`src/rtl/cipher_loader.sv`:
```
// rtl/cipher_loader.sv - assembles a byte stream into a cipher frame and commits it atomically
//
// Purpose: collects NUM_BYTES received bytes into a staging register and copies
// the complete frame onto cipher in a single commit cycle. Partial frames can be
// abandoned by clear or by an inter-byte gap timeout. A registered display slice
// of the committed cipher is selected by sel.
//
// Ports:
//   clk        system clock, all state on the rising edge
//   rst        synchronous active-high reset
//   rx_data    received byte
//   rx_valid   rx_data valid, held by the source until rx_ack
//   rx_ack     byte accepted this cycle (combinational)
//   clear      abandon the frame in progress
//   sel        display slice index
//   cipher     last committed frame
//   disp_data  registered slice sel of cipher (0 for an out-of-range sel)
//   byte_count bytes accepted in the current frame
//   busy       frame loading or committing
//   load_done  one-cycle pulse, coincident with the cipher update
//   timeout    sticky flag: last frame abandoned on an inter-byte gap
//   frame_cnt  committed frame count, wraps 255 -> 0
module cipher_loader #(
    parameter int                      NUM_BYTES     = 16,
    parameter logic [NUM_BYTES*8-1:0]  RESET_VALUE   = 128'ha13a3ab3071897088f3233a58d6238bb,
    parameter int                      CLK_FREQUENCY = 100_000_000,
    parameter int                      TIMEOUT_US    = 10_000,
    parameter int                      DISP_WIDTH    = 16,
    localparam int                     W             = NUM_BYTES * 8,
    localparam int                     NSLICE        = W / DISP_WIDTH,
    localparam int                     SEL_W         = (NSLICE > 1) ? $clog2(NSLICE) : 1,
    localparam int                     BC_W          = $clog2(NUM_BYTES + 1)
) (
    input  logic                  clk,
    input  logic                  rst,
    input  logic [7:0]            rx_data,
    input  logic                  rx_valid,
    output logic                  rx_ack,
    input  logic                  clear,
    input  logic [SEL_W-1:0]      sel,
    output logic [W-1:0]          cipher,
    output logic [DISP_WIDTH-1:0] disp_data,
    output logic [BC_W-1:0]       byte_count,
    output logic                  busy,
    output logic                  load_done,
    output logic                  timeout,
    output logic [7:0]            frame_cnt
);

    localparam int TIMEOUT_CYCLES = CLK_FREQUENCY / 1_000_000 * TIMEOUT_US;
    localparam int GAP_W          = $clog2(TIMEOUT_CYCLES + 1);

    typedef enum logic [1:0] {
        S_IDLE    = 2'd0,
        S_LOADING = 2'd1,
        S_COMMIT  = 2'd2
    } state_t;

    state_t              state;
    state_t              state_next;
    logic [W-1:0]        staging;
    logic [GAP_W-1:0]    gap_cnt;
    logic                gap_hit;
    logic                last_byte;
    logic [DISP_WIDTH-1:0] disp_next;

    // The gap counter is compared against its final value; the abandon happens
    // on the cycle the counter already sits at TIMEOUT_CYCLES-1 with no byte.
    assign gap_hit   = (gap_cnt == GAP_W'(TIMEOUT_CYCLES - 1));
    assign last_byte = (byte_count == BC_W'(NUM_BYTES - 1));

    // State register
    always_ff @(posedge clk) begin
        if (rst) begin
            state <= S_IDLE;
        end else begin
            state <= state_next;
        end
    end

    // Next-state logic; clear outranks both a new byte and the gap timeout
    always_comb begin
        state_next = state;
        case (state)
            S_IDLE: begin
                if (rx_ack) begin
                    state_next = S_LOADING;
                end
            end
            S_LOADING: begin
                if (clear) begin
                    state_next = S_IDLE;
                end else if (rx_ack) begin
                    if (last_byte) begin
                        state_next = S_COMMIT;
                    end
                end else if (gap_hit) begin
                    state_next = S_IDLE;
                end
            end
            S_COMMIT: begin
                state_next = S_IDLE;
            end
            default: begin
                state_next = S_IDLE;
            end
        endcase
    end

    // Outputs decoded from state; bytes stall for the single commit cycle
    always_comb begin
        rx_ack = rx_valid & ~clear & (state != S_COMMIT) & ~rst;
        busy   = (state != S_IDLE);
    end

    // Slice mux for the display register
    always_comb begin
        disp_next = '0;
        for (int i = 0; i < NSLICE; i++) begin
            if (sel == SEL_W'(i)) begin
                disp_next = cipher[i*DISP_WIDTH +: DISP_WIDTH];
            end
        end
    end

    // Datapath
    always_ff @(posedge clk) begin
        if (rst) begin
            cipher     <= RESET_VALUE;
            staging    <= '0;
            byte_count <= '0;
            gap_cnt    <= '0;
            load_done  <= 1'b0;
            timeout    <= 1'b0;
            frame_cnt  <= 8'd0;
            disp_data  <= '0;
        end else begin
            disp_data <= disp_next;
            load_done <= (state == S_COMMIT);
            if (state == S_COMMIT) begin
                cipher     <= staging;
                frame_cnt  <= frame_cnt + 8'd1;
                byte_count <= '0;
                gap_cnt    <= '0;
            end else if ((state == S_LOADING) && clear) begin
                staging    <= '0;
                byte_count <= '0;
                gap_cnt    <= '0;
            end else if (rx_ack) begin
                // First byte of a frame ends up in the MSB after NUM_BYTES shifts
                staging    <= {staging[W-9:0], rx_data};
                byte_count <= byte_count + BC_W'(1);
                gap_cnt    <= '0;
                if (state == S_IDLE) begin
                    timeout <= 1'b0;
                end
            end else if (state == S_LOADING) begin
                if (gap_hit) begin
                    staging    <= '0;
                    byte_count <= '0;
                    gap_cnt    <= '0;
                    timeout    <= 1'b1;
                end else begin
                    gap_cnt <= gap_cnt + GAP_W'(1);
                end
            end
        end
    end

endmodule

```
`config.mk`:
```
export PLATFORM = sky130hd
export DESIGN_NAME = cipher_loader
export DESIGN_NICKNAME = d
export VERILOG_FILES = /design/src/rtl/cipher_loader.sv
export SDC_FILE = /design/constraint.sdc
export NUM_CORES = 1
export LEC_CHECK = 0
export BUFFER_PORTS_ARGS = -buffer_cell sky130_fd_sc_hd__buf_2
export CORE_MARGIN = 5
export CORE_UTILIZATION = 56
export CTS_BUF_LIST = sky130_fd_sc_hd__clkbuf_16
export DETAILED_ROUTE_END_ITERATION = 12
export PLACE_DENSITY = 0.79
export RECOVER_POWER = 100
export SLEW_MARGIN = 15
export SYNTH_ARGS = -nofsm -noshare
export SYNTH_HDL_FRONTEND = slang
export SYNTH_SLANG_ARGS = --single-unit
```
`constraint.sdc`:
```
create_clock -name clk -period 2.8 [get_ports clk]
set_input_delay 0.28 -clock clk [delete_from_list [all_inputs] [get_ports clk]]
set_output_delay 0.28 -clock clk [all_outputs]
set_load 0.05 [all_outputs]
```
Word-level counts from Yosys, hierarchy flattened
Index checks and enable logic that the tools add are counted.

cells by class
  add/subtract/negate cells = 3
  muxes and demuxes = 26
  equal/unequal tests = 16
  reduce and logical (&&, ||, !) cells = 14
  bitwise operators = 7

operator list
  kind                   count
  $mux 128               4
  $mux 16                8
  $add 20x1->20 const B  1
  $eq 20x20->1 const B   1
  $mux 20                1
  $mux 5                 3
  $eq 3x3->1 const B     4
  $mux 2                 5
  $add 8x1->8 const B    1
  $ne 4x4->1 const B     2
  $eq 3x2->1 const B     2
  $reduce_and 3->1       2
  $reduce_bool 2->1      3
  $reduce_bool 3->1      2
  $add 5x1->5 const B    1
  $eq 5x4->1 const B     1
  $reduce_and 5->1       1
  $mux 1                 4
  $ne 2x2->1 const B     2
  $not 1->1              4
  $pmux 2 s2             1
  $reduce_or 4->1        1
  $and 1x1->1            3
  $eq 3x1->1 const B     1
  other kinds (8)        8

word-level totals
  input bits = 15
  flip-flop bits (word level) = 309
  output and inout port bits = 161
  word-level logic and storage cells = 75

Logic depth before layout (Yosys ltp)
Gate-level depths: netlist of run 1.

  depth in word-level cells = 9
  gate-level depth with buffers = 8
  gate-level depth less buffers = 5

Worst setup path before layout of run 1
Ideal clock, no wire load.

  kind = reg2reg
  start point = reg gap_cnt[6]
  end point = reg staging[100]
  setup time = 117 ps
  data required time = 2683 ps
  cell stages (with the launch flop) = 8
  data arrival time = 2223 ps
  path slack = 460 ps
  buffers on the path = 3
  period minus slack after synthesis = 2340 ps
  cells stage by stage = dfxtp_1 -> or4_1 -> or4_1 -> buf_2 -> o221a_4 -> buf_6 -> buf_6 -> a22o_1

between the ends
  word-level cells in the longest chain between the ends = 3

ends and longest elaborated chain
  item                         RTL line  text
  start: declaration           62        logic [GAP_W-1:0] gap_cnt;
  start signal: assignment     164       gap_cnt <= gap_cnt + GAP_W'(1);
  $eq 20x20->1                 69        assign gap_hit = (gap_cnt == GAP_W'(TIMEOUT_CYCLES - 1));
  $reduce_bool 3->1 (no line)  -
  $reduce_and 3->1 (no line)   -
  end signal: assignment       151       staging <= {staging[W-9:0], rx_data};
  end: declaration             61        logic [W-1:0] staging;

Every way passes these cells.
A chain may end at the register's enable or synchronous reset.

Worst setup path in the final report of run 1
  start point = reg gap_cnt[6]
  end point = reg staging[63]

The elaborated chain is that of the path after synthesis.

==> results of run 1 <==
## area by class of cell
cell class	instances	area [um^2]	share of cell area
sequential	309	6186	0.4732
multi-input combinational	759	4673	0.3575
timing repair buffer	205	959.7	0.07342
clock buffer	31	775.7	0.05935
tap	270	337.8	0.02584
clock inverter	23	103.9	0.007945
inverter	8	32.53	0.002489
antenna	1	2.502	0.0001914
## metrics by stage
| step | power (uW) | hold slack, ns | std cells |
|---|---|---|---|
| 3_5_place_dp | 4917 | 0.4568 | 1543 |
| 6_report | 8437 | 0.1254 | 1606 |
| 3_3_place_gp | 4914 | 0.4464 | 1543 |
| 2_1_floorplan | 4826 | 0.4129 | 1170 |
| 4_1_cts | 8483 | 0.1083 | 1605 |
| 5_1_grt | 8695 | 0.1274 | 1606 |
## cells by family (layout without fill, tap and decap cells)
group	Yosys count	in the layout
multiplexers	46	46
AND/OR/NAND/NOR	430	430
AO/OA/AOI/OAI	261	261
other	0	1
flip-flops	309	309
XOR/XNOR	18	18
buffers and inverters	102	267
adder cells (fa/ha/maj)	4	4
## sequential cells by signal (all words and copies together) (netlist names)
register	cells
staging	128
timeout	1
frame_cnt	8
disp_data	16
byte_count	5
load_done	1
gap_cnt	20
cipher	128
state	2
## repair_timing
| action | 4_1_cts | 5_1_grt |
|---|---|---|
| hold endpoints to repair | 8 | 0 |
| setup buffers | 0 | 0 |
| hold buffers | 8 | 0 |
| resized for setup | 0 | 0 |
## layer usage
layer	up-vias	part of all wire	wire [um]	GRT usage
met2	531	0.45	14410	0.4130
met3	86	0.099	3198	0.04800
met5	-	0.00025	8	0
met4	2	0.043	1379	0.1053
li1	4425	-	-	-
met1	4545	0.41	13360	0.3766
## critical path: stages, from the launching register on
cell and delay, ns:
dfxtp_1 0.36, or4_1 0.52, or4_1 0.57, o221a_4 0.44
buf_2 0.34, a22o_1 0.25
## power groups by stage
stage / Sequential, uW / Clock [uW] / Combinational (uW)
3_3_place_gp: 4540 / 0 / 379
6_report: 4440 / 3620 / 383
5_1_grt: 4440 / 3850 / 405
4_1_cts: 4440 / 3650 / 391
3_5_place_dp: 4540 / 0 / 382
2_1_floorplan: 4590 / 0 / 235
## cell usage in the layout (no fill, tap or decap), drive strengths merged, types with 3 or more instances in the layout
cell type / count
nor2b: 6
nand4: 12
nor3: 3
or3: 7
dfxtp: 309
o211ai: 6
nand2: 277
clkinv: 14
ha: 4
nand3: 66
a21oi: 88
nor4: 4
xnor2: 6
dlygate4sd3: 8
and3: 6
mux2i: 25
clkbuf: 199
nand2b: 4
o21ai: 18
xor2: 12
mux4: 21
nor2: 31
inv: 16
or4: 5
o31ai: 4
o2bb2ai: 7
a22o: 128
buf: 29
## worst paths after layout
check,cells past startpoint,slack [ns],endpoint,startpoint
setup / recovery,5,0.20,staging[63]$_SDFFE_PP0P_,gap_cnt[6]$_SDFFE_PP0P_
hold / removal,4,0.13,state[0]$_SDFFE_PP0P_,clear
setup reg to reg,5,0.20,staging[63]$_SDFFE_PP0P_,gap_cnt[6]$_SDFFE_PP0P_
hold reg to reg,2,0.47,cipher[121]$_SDFFE_PP0P_,staging[121]$_SDFFE_PP0P_
==> results.py, run 1 <==
metrics = {
    "worst_setup_path": {
        "critPathLaunchType": "flip-flop",
        "end_kind": "flip-flop",
        "required_ns": 3.23,
        "crit_fanout": 33,
        "cp.arrival_ns": 3.02,
        "crit_type": "reg -> reg",
    },
    "power_and_ir_drop": {
        "seq_power_share": 0.526,
        "p_leak_uw": 0.004975,
        "p_clk_frac": 0.429,
        "comb_power_share": 0.045,
        "vdd_drop_max_mv": 0.4566,
        "powerDensity_nw_per_um2": 645.5,
        "p_sw_uw": 1919,
        "p_sw_frac": 0.2275,
        "internal_power_uw": 6518,
    },
    "clock_tree": {
        "cts_root_buf": "clkbuf_16",
        "cts.sinks": 309,
        "htree_levels": 1,
        "cts_buffers": 30,
        "cts.clk_slew.worst_paths_ns": 0.06,
        "cts_buffer_depth": 3,
        "cts_tree": "yes",
        "clock_latency_ns": 0.54,
    },
    "layout": {
        "final_nets": 1332,
        "post-route-util": 0.6502,
        "filler_cell_count": 1690,
        "area_growth_pct": 15.19,
        "drive_gt1_frac": 0.07116,
        "final_cell_area_um2": 13070,
    },
    "detailed_routing": {
        "drt_iter0_drc": 1084,
        "viasPerCell": 5.971,
        "drc": 0,
        "via_count": 9589,
        "finalWirelength_um": 32350,
        "dr.pass1.iters": 5,
        "ant_nets": 0,
        "routedWlPerCell_um": 20.15,
    },
    "job": {
        "drv_cap": 0,
    },
    "sta": {
        "post-route-period-util": 0.9270,
        "finalSetupTns_ns": 0,
        "fin_worst_skew_ns": 0.008591,
        "fmax_mhz": 385.3,
        "worst_slack_ns": 0.2044,
        "slew_headroom": 0.07063,
        "rsz0062_at_grt": "false",
        "slew_viol_final": 0,
        "hold_viol_final": 0,
        "finalSetupViolations": 0,
        "worst_pin_slew_ns": 1.394,
        "period_minus_slack_ns": 2.596,
    },
    "yosys": {
        "synth.top_cells.by_area": "dfxtp_1, a22o_1, nand2_1",
        "syn_inst": 1170,
        "synth_flop_cell": "dfxtp_1",
        "ys.warnings.count": 0,
        "synth_seq_area_share": 0.5452,
        "syn_area_per_cell_um2": 9.698,
        "synth_top_cell_area_share": 0.5452,
        "ys_ff_latch": 309,
        "synthMuxAreaShare": 0.06373,
        "synth.most_common_cell": "dfxtp_1",
        "synthArstFlopShare": 0,
        "syn_nets": 1189,
        "synth_edf_count": 0,
        "synth_area_um2": 11350,
        "synth_top_area_cell": "dfxtp_1",
        "yosysUniqueCellTypes": 49,
        "synth_adder_area_share": 0.004411,
        "synth-compound-area-share": 0.1657,
        "synth-simple-area-share": 0.1639,
        "synth_top_family_by_area": "compound AO/OA/AOI/OAI gates",
        "synth.top_cells.by_count": "dfxtp_1, nand2_1, a22o_1, a21oi_1, nand3_1",
        "synth_xor_area_frac": 0.01389,
    },
    "die": {
        "die_x_um": 152.3,
        "initial_core_util": 0.5644,
        "fp.coreArea_um2": 20100,
        "row_count": 52,
        "fp.dieH_um": 152.3,
        "io_pins": 176,
        "fp.dieArea_um2": 23210,
    },
    "outcome": {
        "status": "complete, no violations",
    },
    "place": {
        "pre_cts_slack_ns": 0.2921,
        "hpwl_um": 22370,
        "dpl-instance-area_um2": 12360,
        "portBuffers": 175,
        "gp_congestion": 0.8915,
    },
    "grt": {
        "grt_pass1_wl_um": 51080,
        "antenna_found_initial": 2,
        "grt_pass1_vias": 8939,
        "overflow": 0,
        "grt.total_usage": 0.2679,
        "grt_max_degree": 67,
    },
    "min_path": {
        "hold_path.class": "in -> reg",
    },
}
(Power assumes the default switching activity.)
==> run 2: changes to the inputs <==
--- a/config.mk
+++ b/config.mk
@@ -7,10 +7,10 @@
 export LEC_CHECK = 0
 export BUFFER_PORTS_ARGS = -buffer_cell sky130_fd_sc_hd__buf_2
 export CORE_MARGIN = 5
-export CORE_UTILIZATION = 56
+export CORE_UTILIZATION = 51
 export CTS_BUF_LIST = sky130_fd_sc_hd__clkbuf_16
 export DETAILED_ROUTE_END_ITERATION = 12
-export PLACE_DENSITY = 0.79
+export PLACE_DENSITY = 0.76
 export RECOVER_POWER = 100
 export SLEW_MARGIN = 15
 export SYNTH_ARGS = -nofsm -noshare
==> constraint.sdc (replaced) <==
create_clock -name clk -period 2.3 [get_ports clk]
set_input_delay 0.23 -clock clk [delete_from_list [all_inputs] [get_ports clk]]
set_output_delay 0.23 -clock clk [all_outputs]
set_load 0.05 [all_outputs]
==> results.py, run 2 (synthesis results as in run 1) <==
metrics = {
    "min_path": {
        "hold_path.class": "in -> reg",
        "hold_depth": 3,
    },
    "die": {
        "io_pins": 176,
        "fp.dieArea_um2": 25330,
        "fp.coreArea_um2": 21890,
        "initial_core_util": 0.5183,
        "die_x_um": 159.2,
        "fp.dieH_um": 159.2,
        "row_count": 54,
    },
    "sta": {
        "slew_headroom": 0.3009,
        "post-route-period-util": 0.9906,
        "finalSetupViolations": 0,
        "period_minus_slack_ns": 2.278,
        "slew_viol_final": 0,
        "worst_pin_slew_ns": 1.046,
        "hold_slack_ns": 0.04505,
        "fmax_mhz": 438.9,
        "fin_worst_skew_ns": 0.01708,
        "hold_viol_final": 0,
    },
    "layout": {
        "final_nets": 1345,
        "area_growth_pct": 17.41,
        "post-route-util": 0.6086,
        "filler_cell_count": 1896,
        "mostFrequentLayoutCell": "dfxtp_1",
        "mostFrequentLayoutCells": "dfxtp_1, nand2_1, clkbuf_1, a22o_1, a21oi_1",
        "drive_gt1_frac": 0.08476,
        "final_cell_area_um2": 13320,
        "top_regs": "cipher: 128 flops, staging: 128 flops, gap_cnt: 20 flops",
        "fin_cells": 1626,
    },
    "clock_tree": {
        "cts_root_buf": "clkbuf_16",
        "cts.sinks": 309,
        "clock_latency_ns": 0.55,
        "htree_levels": 1,
        "cts_buffers": 30,
        "cts_tree": "yes",
        "cts_buffer_depth": 3,
        "cts.clk_slew.worst_paths_ns": 0.06,
    },
    "worst_setup_path": {
        "crit_fanout": 33,
        "rr_worst_depth": 5,
        "crit_type": "reg -> reg",
        "cp.arrival_ns": 2.71,
        "required_ns": 2.73,
        "end_kind": "flip-flop",
        "critPathLaunchType": "flip-flop",
    },
    "grt": {
        "grt_pass1_vias": 8993,
        "grt.total_usage": 0.2479,
        "antenna_found_initial": 1,
        "overflow": 0,
        "grt_pass1_wl_um": 51420,
        "grt_max_degree": 130,
    },
    "place": {
        "portBuffers": 175,
        "hpwl_um": 22160,
        "gp_congestion": 0.8839,
        "dpl-instance-area_um2": 12470,
        "post-place-cells": 1563,
    },
    "power_and_ir_drop": {
        "p_total_uw": 10510,
        "internal_power_uw": 8166,
        "vdd_drop_max_mv": 0.4711,
        "p_clk_frac": 0.437,
        "p_sw_frac": 0.2230,
        "seq_power_share": 0.514,
        "p_leak_uw": 0.005106,
        "p_sw_uw": 2344,
        "powerDensity_nw_per_um2": 788.9,
        "comb_power_share": 0.049,
    },
    "outcome": {
        "status": "complete, no violations",
    },
    "detailed_routing": {
        "routedWlPerCell_um": 20.57,
        "ant_nets": 0,
        "dr.pass1.iters": 5,
        "drt_iter0_drc": 1133,
        "drc": 0,
        "via_count": 9547,
        "viasPerCell": 5.871,
        "finalWirelength_um": 33440,
    },
    "job": {
        "drv_cap": 0,
    },
}
run 2: layout make-up:
type | count | area [um^2] | area share
Sequential cell | 309 | 6188 | 0.4645
Multi-Input combinational cell | 759 | 4692 | 0.3522
Timing Repair Buffer | 217 | 1137 | 0.08537
Clock buffer | 31 | 775.7 | 0.05823
Tap cell | 280 | 350.3 | 0.02630
Clock inverter | 20 | 133.9 | 0.01005
Inverter | 8 | 35.03 | 0.002630
Timing Repair inverter | 1 | 7.507 | 0.0005635
Antenna cell | 1 | 2.502 | 0.0001878
run 2: through the flow:
stage | setup WS, ns | TNS [ns]
finish | 0.02167 | 0
global route | -0.03038 | -0.8812
CTS | 0.0002196 | 0
global placement | 0.05772 | 0
floorplan | 0.009986 | 0
detailed placement | 0.03313 | 0
run 2: path summary, 6_finish.rpt:
check	startpoint	end	slack, ns
max	gap_cnt[19]$_SDFFE_PP0P_	staging[36]$_SDFFE_PP0P_	0.02
min	rst	timeout$_SDFFE_PP0P_	0.05
max reg2reg	gap_cnt[19]$_SDFFE_PP0P_	staging[36]$_SDFFE_PP0P_	0.02
min reg2reg	staging[122]$_SDFFE_PP0P_	cipher[122]$_SDFFE_PP0P_	0.46
run 2: worst max-delay path: stages, from the launching register on:
cell and delay, ns:
dfxtp_2 0.34, or4bb_1 0.50, or4_4 0.54, o221a_4 0.35
buf_16 0.20, a22o_1 0.22
run 2: routing by layer:
| metal | up-vias | global-route usage | part of all wire |
|---|---|---|---|
| li1 | 4432 | - | - |
| met1 | 4558 | 0.3362 | 0.41 |
| met2 | 476 | 0.3910 | 0.46 |
| met3 | 81 | 0.04918 | 0.090 |
| met4 | 0 | 0.09965 | 0.044 |
| met5 | - | 0 | 0 |
run 2: power by group through the flow:
| stage | sequential (uW) | combinational, uW | clock [uW] |
|---|---|---|---|
| after detailed placement | 5520 | 485 | 0 |
| after CTS | 5400 | 500 | 4630 |
| after global routing | 5410 | 543 | 4900 |
| final | 5410 | 516 | 4590 |
| after floorplan | 5590 | 286 | 0 |
| after global placement | 5520 | 481 | 0 |
run 2: what timing repair did:
item / 4_1_cts / 5_1_grt
hold buffers: 8 / 0
pin swaps: 0 / 1
setup buffers: 0 / 0
hold endpoints to repair: 8 / 0
endpoints found under the setup margin: 1 / 138
resized for setup: 1 / 8
gates cloned: 1 / 2
